### src/rtl/irq_timer_if.sv
`default_nettype none
// ============================================================================
// Module      : irq_timer_if
// Description : Word-addressed register bus between the CPU data bridge and
//               the irq_timer block.
// Revision    : 1.0 - initial release
// ============================================================================
interface irq_timer_if;
  logic [1:0]  addr;
  logic        we;
  logic [31:0] din;
  logic [31:0] dout;

  // CPU side drives address/write, timer returns read data.
  modport master (output addr, we, din, input dout);
  modport slave  (input addr, we, din, output dout);
endinterface
`default_nettype wire

### src/rtl/irq_timer.sv
`default_nettype none
// ============================================================================
// Module      : irq_timer
// Description : Memory-mapped countdown timer (CTRL, PRESET, COUNT) raising an
//               interrupt request on expiry, one-shot or auto-reload.
//               Optional prescaler built when TIMER_PRESCALE_EN is defined
//               (addr 3 becomes PRESCALE).
// Revision    : 1.0 - initial release
// ============================================================================
module irq_timer #(
  parameter int PS_W = 8
) (
  input  logic        clk,
  input  logic        reset,
  irq_timer_if.slave  bus,
  output logic        irq
);

  typedef enum logic [1:0] {
    S_IDLE = 2'd0,
    S_LOAD = 2'd1,
    S_CNT  = 2'd2,
    S_INT  = 2'd3
  } state_t;

  state_t      r_state;
  logic [3:0]  r_ctrl;
  logic [31:0] r_preset;
  logic [31:0] r_count;
  logic        r_irq_flag;

  logic        w_tick;
  logic        w_wr_ctrl;
  logic        w_wr_preset;
  logic [31:0] w_ps_rd;

  // The prescale readback is zero-extended into the 32-bit data bus.
  if (PS_W < 1 || PS_W > 32) begin : g_ps_w_check
    $error("irq_timer: PS_W must be in 1..32");
  end

  assign w_wr_ctrl   = bus.we && (bus.addr == 2'd0);
  assign w_wr_preset = bus.we && (bus.addr == 2'd1);

`ifdef TIMER_PRESCALE_EN
  logic [PS_W-1:0] r_prescale;
  logic [PS_W-1:0] r_ps_cnt;

  assign w_tick  = (r_ps_cnt == r_prescale);
  assign w_ps_rd = 32'(r_prescale);

  // Prescale register and divider; the divider only runs while counting.
  always_ff @(posedge clk) begin
    if (reset) begin
      r_prescale <= '0;
      r_ps_cnt   <= '0;
    end else begin
      if (bus.we && (bus.addr == 2'd3)) begin
        r_prescale <= bus.din[PS_W-1:0];
      end
      if (r_state == S_CNT) begin
        r_ps_cnt <= w_tick ? '0 : r_ps_cnt + 1'b1;
      end else begin
        r_ps_cnt <= '0;
      end
    end
  end
`else
  assign w_tick  = 1'b1;
  assign w_ps_rd = '0;
`endif

  // Timer FSM plus CPU-visible registers; a CPU CTRL write is placed last so
  // it overrides the hardware EN clear in the INT state.
  always_ff @(posedge clk) begin
    if (reset) begin
      r_state    <= S_IDLE;
      r_ctrl     <= '0;
      r_preset   <= '0;
      r_count    <= '0;
      r_irq_flag <= 1'b0;
    end else begin
      case (r_state)
        S_IDLE: begin
          if (r_ctrl[0]) begin
            r_state    <= S_LOAD;
            r_irq_flag <= 1'b0;
          end
        end
        S_LOAD: begin
          r_count <= r_preset;
          r_state <= S_CNT;
        end
        S_CNT: begin
          if (!r_ctrl[0]) begin
            r_state <= S_IDLE;
          end else if (w_tick) begin
            // PRESET of 0 or 1 both expire on the first counting cycle.
            if (r_count > 32'd1) begin
              r_count <= r_count - 32'd1;
            end else begin
              r_count    <= '0;
              r_irq_flag <= 1'b1;
              r_state    <= S_INT;
            end
          end
        end
        S_INT: begin
          // Only MODE=01 reloads; 00 and 1x both act as one-shot.
          if (r_ctrl[2:1] == 2'b01) begin
            r_state    <= S_LOAD;
            r_irq_flag <= 1'b0;
          end else begin
            r_ctrl[0] <= 1'b0;
            r_state   <= S_IDLE;
          end
        end
        default: r_state <= S_IDLE;
      endcase

      if (w_wr_ctrl) begin
        r_ctrl <= bus.din[3:0];
      end
      // PRESET only reaches COUNT through the next LOAD.
      if (w_wr_preset) begin
        r_preset <= bus.din;
      end
    end
  end

  // Combinational read mux; COUNT is read-only.
  always_comb begin
    bus.dout = '0;
    case (bus.addr)
      2'd0:    bus.dout = {28'b0, r_ctrl};
      2'd1:    bus.dout = r_preset;
      2'd2:    bus.dout = r_count;
      default: bus.dout = w_ps_rd;
    endcase
  end

  assign irq = r_irq_flag & r_ctrl[3];

endmodule
`default_nettype wire

### src/flat_wrapper.sv
// flat-port wrapper written by rule: the top's interface ports become plain ports
module irq_timer_flat 
#(
  parameter int PS_W = 8
)
  (clk, reset, irq, bus_addr, bus_we, bus_din, bus_dout);
  irq_timer_if bus_i ();
  input  logic clk;
  input  logic reset;
  output logic irq;
  input wire logic [$bits(bus_i.addr)-1:0] bus_addr;
  input wire logic [$bits(bus_i.we)-1:0] bus_we;
  input wire logic [$bits(bus_i.din)-1:0] bus_din;
  output wire logic [$bits(bus_i.dout)-1:0] bus_dout;
  assign bus_i.addr = bus_addr;
  assign bus_i.we = bus_we;
  assign bus_i.din = bus_din;
  assign bus_dout = bus_i.dout;
  irq_timer #(.PS_W(PS_W)) u_core (.clk(clk), .reset(reset), .bus(bus_i), .irq(irq));
endmodule
### config.mk
export PLATFORM = sky130hd
export DESIGN_NAME = irq_timer_flat
export DESIGN_NICKNAME = d
export VERILOG_FILES = /design/src/rtl/irq_timer_if.sv /design/src/rtl/irq_timer.sv /design/src/flat_wrapper.sv
export SDC_FILE = /design/constraint.sdc
export NUM_CORES = 1
export LEC_CHECK = 0
export ABC_AREA = 0
export CAP_MARGIN = 5
export CELL_PAD_IN_SITES_DETAIL_PLACEMENT = 1
export CELL_PAD_IN_SITES_GLOBAL_PLACEMENT = 2
export CORE_MARGIN = 2
export CORE_UTILIZATION = 41
export CTS_BUF_LIST = sky130_fd_sc_hd__clkbuf_2
export CTS_CLUSTER_DIAMETER = 40
export DETAILED_ROUTE_END_ITERATION = 6
export DONT_BUFFER_PORTS = 1
export PLACE_DENSITY_LB_ADDON = 0.1
export SYNTH_ARGS = -nofsm -noshare
export SYNTH_HDL_FRONTEND = slang
export SYNTH_SLANG_ARGS = --single-unit
### constraint.sdc
create_clock -name clk -period 7.1 [get_ports clk]
set_input_delay 0.355 -clock clk [delete_from_list [all_inputs] [get_ports clk]]
set_output_delay 0.355 -clock clk [all_outputs]
set_load 0.01 [all_outputs]
==> run summary, run 1 <==
LOGIC SYNTHESIS
----------------------------------------------------------------------------------------
Mapped Cells                                                                         526
Average cell area after synthesis                                            7.588 sq um
Number of enable flip-flop cells after synthesis                                       0
Ys Warns                                                                               0
Most common flop cell mapped by yosys                                            dfxtp_1
Count of cell types in the netlist                                                    58
Combined area of all synthesized cells                                        3991 sq um
Share of the yosys chip area belonging to registers                               0.3561
Flip-flop and latch count after synthesis                                             71
Post-Syn Nets                                                                        565
Fraction of registers with async set/reset                                             0

TIMING
----------------------------------------------------------------------------------------
Portion of the clock cycle consumed by the worst path in the final layout         0.4870
Max Slew Vio Count                                                                     0
Min Clock Period, post-route                                                     3457 ps
Fin Setup TNS                                                                       0 ps
Worst-case setup margin in the final layout                                      3643 ps
Max Clk Rate                                                                   289.2 MHz
Slew margin rel.                                                                  0.2557
Unrepaired setup endpoints after global routing                                       no
Endpoints failing setup                                                                0
Worst-margin pin slew                                                            1116 ps
Skew final                                                                      18.15 ps
Endpoints failing hold                                                                 0

CELLS AND AREA
----------------------------------------------------------------------------------------
Signed area change from the synthesized netlist to the final layout               12.26%
Share of layout cells above drive strength 1                                     0.06877
Finished layout cell area                                                     4481 sq um
Final design utilization                                                          0.4670
Commonest cells after routing, fill and taps aside                          nand2_1 (99), dfxtp_1 (71), a21oi_1 (51)
Final-layout fill cell count                                                        1185
Most common cell after layout, fill and taps aside                               nand2_1
Total Nets Final                                                                     573
Inserted Diodes                                                                        0

POWER
----------------------------------------------------------------------------------------
Cell Pwr Density                                                            164.8 nW/um^2
Leakage Power                                                                   1.611 nW
Max rail drop VDD                                                             0.08680 mV
Internal power                                                                  519.3 uW
Fraction of power spent switching nets                                            0.2968
Overall power consumption                                                       738.4 uW
Switching pwr                                                                   219.2 uW
Reg power frac                                                                     0.565
Clock group share of total power                                                   0.312
Comb pwr share                                                                     0.123

PLACE
----------------------------------------------------------------------------------------
Number of I/O port buffers                                                             0
Post-Place Worst Slack                                                           3707 ps
Sum of net half-perimeters after detailed placement                         9874 microns
Placed inst area                                                              4033 sq um
Final weighted congestion in routability-driven placement                         0.9162

CTS
----------------------------------------------------------------------------------------
Total number of clock tree sinks                                                      71
Clock slew at the register clock pins of the worst setup and hold paths           200 ps
Clk Tree Root Cell                                                              clkbuf_2
TritonCTS buffer count                                                                 9
Clock tree from TritonCTS                                                          built
Deepest clock path buffer count                                                        2
Clock latency on the worst-skew pair                                              540 ps
H-tree depth                                                                           3

SETUP PATH
----------------------------------------------------------------------------------------
Worst reg2reg setup slack                                                        3640 ps
Required time reported for the critical path endpoint                            7540 ps
Peak fanout along the critical path                                                   19
Crit-path cells                                                             nor4_1, nand4_1, nor4_4, nor2_2, a32o_1, a32o_1
Startpoint type of the worst setup path                                         register
Kind of end point of the critical path                                          register
Longest individual stage delay on the worst path                                  850 ps
Classification of the worst setup path                                           reg2reg
CP dominant cell by count                                                         a32o_1
Data arrival at the endpoint of the critical path                                3900 ps
Critical path's slowest cell                                                      nor4_4

GLOBAL ROUTE
----------------------------------------------------------------------------------------
Total congestion overflow                                                              0
All-Layer GR Usage                                                                0.2936
Wire length of the first global-routing pass                                23410 microns
Vias in the first global route                                                      4140
Largest net degree at the start of global routing                                     63
Number of antenna violations at the first check in global routing                      0

DIE
----------------------------------------------------------------------------------------
I/O pin count                                                                         70
DIE WIDTH                                                                   102.7 microns
Core area                                                                     9594 sq um
Die area                                                                     10540 sq um
Site Rows                                                                             36
Die Ht                                                                      102.7 microns
Initial standard-cell utilization of the core                                     0.4160

DRT
----------------------------------------------------------------------------------------
Remaining design rule violation count                                                  0
Routed met2 length                                                          6742 microns
Routed length per instance                                                  22.50 microns
Top routing layer in use                                                            met4
Post-DRT Antenna Nets                                                                  0
Detailed-router iteration count before antenna repair                                  4
DR vias/cell                                                                       6.195
Met3 Wirelength                                                              968 microns
Detailed router's first-iteration violation count                                    252
Total detailed-routing wirelength                                           15100 microns
Detailed-route wire length on metal 1                                       7110 microns
Count of vias placed by the detailed router                                         4157

JOB
----------------------------------------------------------------------------------------
Count of max-cap constraint violations                                                 0

MIN PATH
----------------------------------------------------------------------------------------
Min-Delay Path Class                                                              in2reg

OUTCOME
----------------------------------------------------------------------------------------
Status                                                                      finished, final reports clean

-- sequential cells by signal (all words and copies together), names as in the netlist --
signal	count
u_core.r_preset	32
u_core.r_count	32
u_core.r_ctrl	4
u_core.r_irq_flag	1
u_core.r_state	2
-- per-layer routing --
metal  vias to the layer above  track usage
li1                       1962            -
met1                      2032       0.4236
met2                       138       0.4329
met3                        25      0.05966
met4                         0       0.1056
met5                         -            0
-- cell families after synthesis --
logic type | after synthesis | share of synthesized area
mux | 9 | 0.02288
fa+ha+maj | 2 | 0.006269
compound gates | 160 | 0.2674
flops | 71 | 0.3561
simple gates | 235 | 0.2944
buf+inv | 49 | 0.05298
-- synth_stat cells (2+ instances only) --
| cell | number | area [sq um] |
|---|---|---|
| o21ai_0 | 23 | 115.1 |
| o21ai_1 | 4 | 20.02 |
| nor2_1 | 24 | 90.09 |
| a32oi_1 | 3 | 26.28 |
| clkbuf_1 | 33 | 123.9 |
| and2_1 | 6 | 37.54 |
| o31ai_1 | 3 | 22.52 |
| a221oi_1 | 2 | 17.52 |
| nor3b_1 | 4 | 30.03 |
| nand4_1 | 3 | 18.77 |
| buf_6 | 2 | 22.52 |
| nand2b_1 | 5 | 31.28 |
| a22o_1 | 27 | 236.5 |
| a22oi_1 | 6 | 45.04 |
| mux2i_1 | 8 | 80.08 |
| o21a_1 | 2 | 15.01 |
| or3_1 | 3 | 18.77 |
| o311ai_0 | 6 | 52.55 |
| or4_4 | 3 | 33.78 |
| a21o_1 | 3 | 22.52 |
| or2_2 | 2 | 12.51 |
| or4_1 | 9 | 67.56 |
| a211oi_1 | 3 | 22.52 |
| nand2_1 | 99 | 371.6 |
| a31oi_1 | 6 | 37.54 |
| nor4_1 | 13 | 81.33 |
| and3_1 | 7 | 43.79 |
| a41oi_1 | 2 | 17.52 |
| a21oi_1 | 52 | 260.3 |
| o22ai_1 | 3 | 18.77 |
| inv_1 | 6 | 22.52 |
| nand3_1 | 24 | 120.1 |
| dfxtp_1 | 71 | 1421 |
| nor3_1 | 18 | 90.09 |
| buf_2 | 4 | 20.02 |
| o211ai_1 | 3 | 22.52 |
| ha_1 | 2 | 25.02 |
| nor2b_1 | 6 | 37.54 |
| a32o_1 | 7 | 70.07 |
-- per-stage QoR --
step | hold slack, ps | cells
3_5_place_dp | 431.0 | 623
6_report | 145.1 | 671
3_3_place_gp | 428.8 | 623
2_1_floorplan | 444.4 | 526
4_1_cts | 131.1 | 671
5_1_grt | 122.8 | 671
-- area by class of cell --
cell class,instances,area [sq um],area share
multi-input cells,406,2374,0.5297
flip-flops and latches,71,1421,0.3172
repair buffers,39,392.9,0.08768
well taps,133,166.4,0.03714
clock buffers,10,50.05,0.01117
clock inverters,5,50.05,0.01117
inverters,7,26.28,0.005864
-- path summary, 6_finish.rpt --
path	depth (start not counted)	start	to
worst max-delay path	6	u_core.r_count[4]$_SDFFE_PP0P_	u_core.r_count[5]$_SDFFE_PP0P_
worst min-delay path	2	reset	u_core.r_preset[15]$_SDFFE_PP0P_
worst max register to register	6	u_core.r_count[4]$_SDFFE_PP0P_	u_core.r_count[5]$_SDFFE_PP0P_
worst min register to register	2	u_core.r_preset[19]$_SDFFE_PP0P_	u_core.r_preset[19]$_SDFFE_PP0P_
-- critical path, delay by kind of cell, from the launching register on --
family / cells / cell delay, ps
compound gates: 2 / 570
simple gates: 4 / 2380
flops: 1 / 420
-- what timing repair did --
item | CTS | global route
resized for setup | 0 | 0
endpoints found under the hold margin | 62 | 0
hold buffers | 33 | 0
setup buffers | 0 | 0
-- power by group through the flow --
stage	Combinational, mW	Sequential [mW]	Clock (mW)
floorplan	0.0553	0.420	0
global placement	0.0659	0.424	0
detailed placement	0.0672	0.425	0
CTS	0.0893	0.417	0.233
global route	0.0986	0.418	0.254
finish	0.0911	0.417	0.230
Power figures use the tool's default switching activity.
==> run 2, diff against run 1 <==
--- a/config.mk
+++ b/config.mk
@@ -5,12 +5,12 @@
 export SDC_FILE = /design/constraint.sdc
 export NUM_CORES = 1
 export LEC_CHECK = 0
-export ABC_AREA = 0
+export ABC_AREA = 1
 export CAP_MARGIN = 5
 export CELL_PAD_IN_SITES_DETAIL_PLACEMENT = 1
 export CELL_PAD_IN_SITES_GLOBAL_PLACEMENT = 2
 export CORE_MARGIN = 2
-export CORE_UTILIZATION = 41
+export CORE_UTILIZATION = 36
 export CTS_BUF_LIST = sky130_fd_sc_hd__clkbuf_2
 export CTS_CLUSTER_DIAMETER = 40
 export DETAILED_ROUTE_END_ITERATION = 6
==> constraint.sdc (replaced) <==
create_clock -name clk -period 3.2 [get_ports clk]
set_input_delay 0.16 -clock clk [delete_from_list [all_inputs] [get_ports clk]]
set_output_delay 0.16 -clock clk [all_outputs]
set_load 0.01 [all_outputs]
==> run summary, run 2 <==
OUTCOME
----------------------------------------------------------------------------------------
Status                                                                      finished, final reports clean

LOGIC SYNTHESIS
----------------------------------------------------------------------------------------
Post-synth top area share                                                         0.3416
Leading post-synthesis cells by instance count                              a21oi_1 (84), nand2_1 (84), inv_1 (76), nor2_1 (75), o21ai_0 (75)
Post-Syn Nets                                                                        662
Ys Warns                                                                               0
Count of cell types in the netlist                                                    31
Share of the yosys chip area belonging to registers                               0.3416
Mapped Cells                                                                         623
Flip-flop and latch count after synthesis                                             71
Synth area leaders                                                          dfxtp_1 (34%), a21oi_1 (10%), o21ai_0 (9.0%)
Most common flop cell mapped by yosys                                            dfxtp_1
Number of enable flip-flop cells after synthesis                                       0
Average cell area after synthesis                                            6.680 sq um
Largest area contributor in the netlist                                          dfxtp_1
Combined area of all synthesized cells                                        4161 sq um
Fraction of registers with async set/reset                                             0

POWER
----------------------------------------------------------------------------------------
Fraction of power spent switching nets                                            0.3904
Max rail drop VDD                                                              0.2236 mV
Comb pwr share                                                                     0.309
Cell Pwr Density                                                            431.3 nW/um^2
Overall power consumption                                                       2.027 mW
Internal power                                                                  1.236 mW
Switching pwr                                                                   791.3 uW
Clock group share of total power                                                   0.218
Leakage Power                                                                   1.867 nW
Reg power frac                                                                     0.473

GLOBAL ROUTE
----------------------------------------------------------------------------------------
Wire length of the first global-routing pass                                23340 microns
Met3 GRT Util                                                                    0.06260
All-Layer GR Usage                                                                0.2356
Busiest layer in global routing                                                     met2
Total congestion overflow                                                              0
Met2 track utilization from global routing                                        0.3907
Largest net degree at the start of global routing                                     66
Vias in the first global route                                                      4478
M1 GR Usage                                                                       0.3108
Number of antenna violations at the first check in global routing                      0

JOB
----------------------------------------------------------------------------------------
Count of max-cap constraint violations                                                 0

TIMING
----------------------------------------------------------------------------------------
Endpoints failing hold                                                                 0
Unrepaired setup endpoints after global routing                                       no
Min Clock Period, post-route                                                     2317 ps
Endpoints failing setup                                                                0
Worst-margin pin slew                                                            1112 ps
Max Clk Rate                                                                   431.6 MHz
Max Slew Vio Count                                                                     0
Worst-case setup margin in the final layout                                     882.9 ps
Skew final                                                                      21.58 ps
Slew margin rel.                                                                  0.2580
Fin Setup TNS                                                                       0 ps
Portion of the clock cycle consumed by the worst path in the final layout         0.7241

MIN PATH
----------------------------------------------------------------------------------------
Min-Delay Path Class                                                              in2reg
WHS Endpoint                                                                u_core.r_preset[27]$_SDFFE_PP0P_
Launch point of the worst hold path                                               bus_we
Min-Delay Path Depth                                                                   2

DRT
----------------------------------------------------------------------------------------
Post-DRT Antenna Nets                                                                  0
Routed length per instance                                                  17.55 microns
DR vias/cell                                                                       5.308
Remaining design rule violation count                                                  0
Detailed router's first-iteration violation count                                    167
Total detailed-routing wirelength                                           13970 microns
Detailed-router iteration count before antenna repair                                  4
Count of vias placed by the detailed router                                         4225

CTS
----------------------------------------------------------------------------------------
H-tree depth                                                                           3
TritonCTS buffer count                                                                 9
Clock slew at the register clock pins of the worst setup and hold paths           190 ps
Clock latency on the worst-skew pair                                              580 ps
Deepest clock path buffer count                                                        2
Total number of clock tree sinks                                                      71
Clk Tree Root Cell                                                              clkbuf_2
Clock tree from TritonCTS                                                          built

DIE
----------------------------------------------------------------------------------------
Die area                                                                     12440 sq um
Initial standard-cell utilization of the core                                     0.3660
Site Rows                                                                             39
Die Ht                                                                      111.5 microns
DIE WIDTH                                                                   111.5 microns
Core area                                                                    11370 sq um
I/O pin count                                                                         70

SETUP PATH
----------------------------------------------------------------------------------------
Kind of end point of the critical path                                          register
Worst reg2reg setup slack                                                         880 ps
CP dominant cell by count                                                          inv_2
Critical path's slowest cell                                                     o21ai_2
Peak fanout along the critical path                                                   27
Startpoint type of the worst setup path                                         register
Crit-path cells                                                             inv_2, nor2_4, inv_2, o21ai_2, inv_2, a21oi_1, a21oi_2
Required time reported for the critical path endpoint                            3680 ps
Classification of the worst setup path                                           reg2reg
Reg2Reg Depth                                                                          7
Longest individual stage delay on the worst path                                  640 ps
Data arrival at the endpoint of the critical path                                2800 ps
Worst R2R End                                                               u_core.r_count[14]$_SDFFE_PP0P_
Worst reg2reg path startpoint                                               u_core.r_state[1]$_SDFFE_PP0P_

PLACE
----------------------------------------------------------------------------------------
Number of I/O port buffers                                                             0
Final weighted congestion in routability-driven placement                         0.8504
Sum of net half-perimeters after detailed placement                         9732 microns
Cell total after placement                                                           741
Post-Place Worst Slack                                                          882.3 ps

CELLS AND AREA
----------------------------------------------------------------------------------------
Inserted Diodes                                                                        0
Share of layout cells above drive strength 1                                     0.09648
Final design utilization                                                          0.4133
Total Nets Final                                                                     688
Number of standard cells in the layout, taps in and fillers out                      796
Signed area change from the synthesized netlist to the final layout               12.93%
Most common cell after layout, fill and taps aside                               a21oi_1
Commonest cells after routing, fill and taps aside                          a21oi_1 (84), nand2_1 (83), inv_1 (76)
Final-layout fill cell count                                                        1481
Registers with the most flip-flops                                          u_core.r_count x32, u_core.r_preset x32, u_core.r_ctrl x4

-- run 2: cell types whose count changed in the layout (fill, tap and decap cells not counted), sizes merged, moves of 8 or more --
cell         previous run  this run
xor2                    0        15
mux2i                   8         0
a22o                   28         0
nor3                   19         0
or4                    12         0
a21oi                  52        90
nand2                  99       109
inv                     6        80
nor4                   15         0
o22ai                   3        29
o21ai                  27        79
nor2                   25        82
dlygate4sd3            32        40
-- run 2: layer usage --
metal,wire [microns],share of wire
met1,6796,0.49
met3,459,0.033
met5,0,0
met4,120,0.0086
met2,6590,0.47
-- run 2: how the worst max path moves through the flow --
stage | startpoint | to | slack [ps] | cells past startpoint
detailed placement | u_core.r_state[1]$_SDFFE_PP0P_ | u_core.r_count[14]$_SDFFE_PP0P_ | 880 | 7
global placement | u_core.r_state[1]$_SDFFE_PP0P_ | u_core.r_count[9]$_SDFFE_PP0P_ | 1030 | 7
CTS | u_core.r_state[1]$_SDFFE_PP0P_ | u_core.r_count[14]$_SDFFE_PP0P_ | 840 | 7
floorplan | u_core.r_count[0]$_SDFFE_PP0P_ | u_core.r_count[8]$_SDFFE_PP0P_ | 1530 | 12
finish | u_core.r_state[1]$_SDFFE_PP0P_ | u_core.r_count[14]$_SDFFE_PP0P_ | 880 | 7
global route | u_core.r_state[1]$_SDFFE_PP0P_ | u_core.r_count[0]$_SDFFE_PP0P_ | 630 | 7
-- run 2: per-stage QoR --
step           area (sq um)  hold slack, ps
6_report               4700           79.69
5_1_grt                4700           66.36
4_1_cts                4700           35.24
3_5_place_dp           4225           233.0
3_3_place_gp           4225           230.2
2_1_floorplan          4161           229.1
-- run 2: layout make-up --
cell class / instances / area (sq um) / area share
Sequential cell: 71 / 1421 / 0.3024
Tap cell: 143 / 178.9 / 0.03807
Clock inverter: 2 / 8.758 / 0.001864
Timing Repair Buffer: 45 / 437.9 / 0.09318
Clock buffer: 13 / 65.06 / 0.01384
Multi-Input combinational cell: 442 / 2282 / 0.4856
Inverter: 80 / 305.3 / 0.06496
-- run 2: cell families after synthesis --
kind of cell / share of synthesized area
buffers and inverters: 0.1106
adder cells (fa/ha/maj): 0.006012
AO/OA/AOI/OAI: 0.2631
flip-flops: 0.3416
AND/OR/NAND/NOR: 0.2471
XOR/XNOR: 0.03157
-- run 2: what timing repair did --
action | 4_1_cts | 5_1_grt
hold buffers | 40 | 0
setup buffers | 0 | 0
endpoints found under the hold margin | 38 | 0
gates resized for setup | 0 | 0
-- run 2: power by group through the flow --
stage | clock network, mW | registers (mW) | logic (mW)
after floorplan | 0 | 0.966 | 0.441
final | 0.441 | 0.959 | 0.626
after global placement | 0 | 0.977 | 0.567
after CTS | 0.465 | 0.959 | 0.629
after global routing | 0.502 | 0.966 | 0.708
after detailed placement | 0 | 0.977 | 0.587
-- run 2: worst max-delay path: cells and delay by family (launching register included) --
| kind | cells | cell delay [ps] |
|---|---|---|
| flip-flops | 1 | 390 |
| AND/OR/NAND/NOR | 1 | 210 |
| buffers and inverters | 3 | 610 |
| AO/OA/AOI/OAI | 3 | 1000 |
==> run 3, diff against run 2 <==
--- a/config.mk
+++ b/config.mk
@@ -10,7 +10,7 @@
 export CELL_PAD_IN_SITES_DETAIL_PLACEMENT = 1
 export CELL_PAD_IN_SITES_GLOBAL_PLACEMENT = 2
 export CORE_MARGIN = 2
-export CORE_UTILIZATION = 36
+export CORE_UTILIZATION = 32
 export CTS_BUF_LIST = sky130_fd_sc_hd__clkbuf_2
 export CTS_CLUSTER_DIAMETER = 40
 export DETAILED_ROUTE_END_ITERATION = 6
==> constraint.sdc (replaced) <==
create_clock -name clk -period 1.9 [get_ports clk]
set_input_delay 0.095 -clock clk [delete_from_list [all_inputs] [get_ports clk]]
set_output_delay 0.095 -clock clk [all_outputs]
set_load 0.01 [all_outputs]
==> run summary, run 3 (synthesis results as in run 2) <==
OUTCOME
----------------------------------------------------------------------------------------
Status                                                                      finished, final reports clean

GLOBAL ROUTE
----------------------------------------------------------------------------------------
Largest net degree at the start of global routing                                     54
Total congestion overflow                                                              0
Vias in the first global route                                                      4525
All-Layer GR Usage                                                                0.2121
Wire length of the first global-routing pass                                23520 microns
Number of antenna violations at the first check in global routing                      0

CELLS AND AREA
----------------------------------------------------------------------------------------
Total Nets Final                                                                     713
Final-layout fill cell count                                                        1663
Most common cell after layout, fill and taps aside                               a21oi_1
Signed area change from the synthesized netlist to the final layout               19.93%
Commonest cells after routing, fill and taps aside                          a21oi_1 (84), nand2_1 (83), inv_1 (76)
Registers with the most flip-flops                                          u_core.r_count x32, u_core.r_preset x32, u_core.r_ctrl x4
Inserted Diodes                                                                        0
Sequential cell area                                                          1421 sq um
Share of layout cells above drive strength 1                                      0.1311
Final design utilization                                                          0.3939
Number of standard cells in the layout, taps in and fillers out                      851
Area occupied by multi-input gates                                            2295 sq um

SETUP PATH
----------------------------------------------------------------------------------------
Count of buffer and inverter cells on the critical path                                3
Critical path's slowest cell                                                dlygate4sd3_1
Required time reported for the critical path endpoint                            2410 ps
Gate family responsible for the most delay along the worst path             buffers and inverters
Crit-path cells                                                             dlygate4sd3_1, nor2_2, dlygate4sd3_1, nand2_1, o21ai_0, dlygate4sd3_1, a21oi_1
Reg2Reg Depth                                                                         10
Longest individual stage delay on the worst path                                  590 ps
Startpoint type of the worst setup path                                        input pin
Kind of end point of the critical path                                          register
Classification of the worst setup path                                            in2reg
Peak fanout along the critical path                                                    7
Total stage count of the critical path                                                 7
Data arrival at the endpoint of the critical path                                2320 ps
CP dominant cell by count                                                   dlygate4sd3_1

TIMING
----------------------------------------------------------------------------------------
Endpoints failing setup                                                                0
Portion of the clock cycle consumed by the worst path in the final layout         0.9510
Slew margin rel.                                                                  0.2600
Fin Setup TNS                                                                       0 ps
Worst-case setup margin in the final layout                                     93.04 ps
Worst-margin pin slew                                                            1109 ps
Min Clock Period, post-route                                                     1807 ps
Skew final                                                                      20.79 ps
Max Clk Rate                                                                   553.4 MHz
Endpoints failing hold                                                                 0
Max Slew Vio Count                                                                     0
Unrepaired setup endpoints after global routing                                       no

DIE
----------------------------------------------------------------------------------------
Core area                                                                    12670 sq um
Die area                                                                     13930 sq um
Site Rows                                                                             41
DIE WIDTH                                                                   118.0 microns
Initial standard-cell utilization of the core                                     0.3284
I/O pin count                                                                         70
Die Ht                                                                      118.0 microns

CTS
----------------------------------------------------------------------------------------
Clock slew at the register clock pins of the worst setup and hold paths           210 ps
H-tree depth                                                                           3
Clock latency on the worst-skew pair                                              590 ps
Total number of clock tree sinks                                                      71
Clk Tree Root Cell                                                              clkbuf_2
Clock tree from TritonCTS                                                          built
TritonCTS buffer count                                                                 9
Deepest clock path buffer count                                                        2

POWER
----------------------------------------------------------------------------------------
Cell Pwr Density                                                            713.2 nW/um^2
Leakage Power                                                                   2.020 nW
Max rail drop VDD                                                              0.2781 mV
Overall power consumption                                                       3.560 mW

DRT
----------------------------------------------------------------------------------------
Remaining design rule violation count                                                  0
Count of vias placed by the detailed router                                         4287
Total detailed-routing wirelength                                           13960 microns
Post-DRT Antenna Nets                                                                  0
Routed length per instance                                                  16.40 microns
Detailed router's first-iteration violation count                                    157
DR vias/cell                                                                       5.038
Detailed-router iteration count before antenna repair                                  4

PLACE
----------------------------------------------------------------------------------------
Sum of net half-perimeters after detailed placement                         10130 microns
Post-Place Worst Slack                                                          89.38 ps
Final weighted congestion in routability-driven placement                         0.8591
Cell total after placement                                                           792
Number of I/O port buffers                                                             0

MIN PATH
----------------------------------------------------------------------------------------
Min-Delay Path Depth                                                                   5
Min-Delay Path Class                                                              in2reg

JOB
----------------------------------------------------------------------------------------
Count of max-cap constraint violations                                                 0

-- run 3: cell count changes in the layout (fill, tap and decap cells not counted), sizes merged --
cell	delta
dlygate4sd3	+3
bufinv	+1
buf	+22
clkinv	+3
clkbuf	-3
-- run 3: final timing paths --
check / start / end / slack (ps)
worst max-delay path: bus_addr[1] / u_core.r_ctrl[2]$_SDFFE_PP0P_ / 90
worst min-delay path: bus_addr[1] / u_core.r_preset[27]$_SDFFE_PP0P_ / 140
worst max register to register: u_core.r_count[1]$_SDFFE_PP0P_ / u_core.r_count[26]$_SDFFE_PP0P_ / 160
worst min register to register: u_core.r_ctrl[0]$_SDFFE_PP0P_ / u_core.r_state[0]$_SDFFE_PP0P_ / 480
-- run 3: area by class of cell --
cell class | instances | share of cell area
multi-input combinational | 442 | 0.4598
sequential | 71 | 0.2848
timing repair buffer | 70 | 0.1294
inverter | 80 | 0.06267
tap | 172 | 0.04312
clock inverter | 6 | 0.01028
clock buffer | 10 | 0.01003
-- run 3: repair_timing --
| action | 4_1_cts | 5_1_grt |
|---|---|---|
| gates resized for setup | 0 | 8 |
| setup endpoints to repair | 0 | 26 |
| hold buffers | 43 | 0 |
| endpoints found under the hold margin | 38 | 0 |
| setup buffers | 0 | 0 |
-- run 3: stage by stage --
stage,area [sq um],hold WS [ps]
4_1_cts,4971,101.8
5_1_grt,4991,130.1
2_1_floorplan,4161,164.1
3_3_place_gp,4439,165.2
3_5_place_dp,4439,167.3
6_report,4991,137.9
-- run 3: layer usage --
layer / share of wire / GRT usage / up-vias
li1: - / - / 2162
met1: 0.48 / 0.2816 / 2049
met2: 0.47 / 0.3470 / 62
met3: 0.029 / 0.03585 / 14
met4: 0.016 / 0.07380 / 0
met5: 0 / 0 / -
-- run 3: power breakdown --
group          internal [mW]  leakage (nW)  switching [mW]
clock                  0.292        0.0682           0.580
sequential              1.56         0.578          0.0571
combinational          0.370          1.37           0.701
total                   2.22          2.02            1.34
-- run 3: worst register-to-register path, stage by stage (launching register included) --
cell,delay [ps]
dfxtp_1,380
inv_1,110
ha_2,240
nand2_4,80
nor2_8,190
nand2_1,150
o21ai_1,170
nand2_1,70
nor2_1,170
nor2_1,60
nor2_1,80
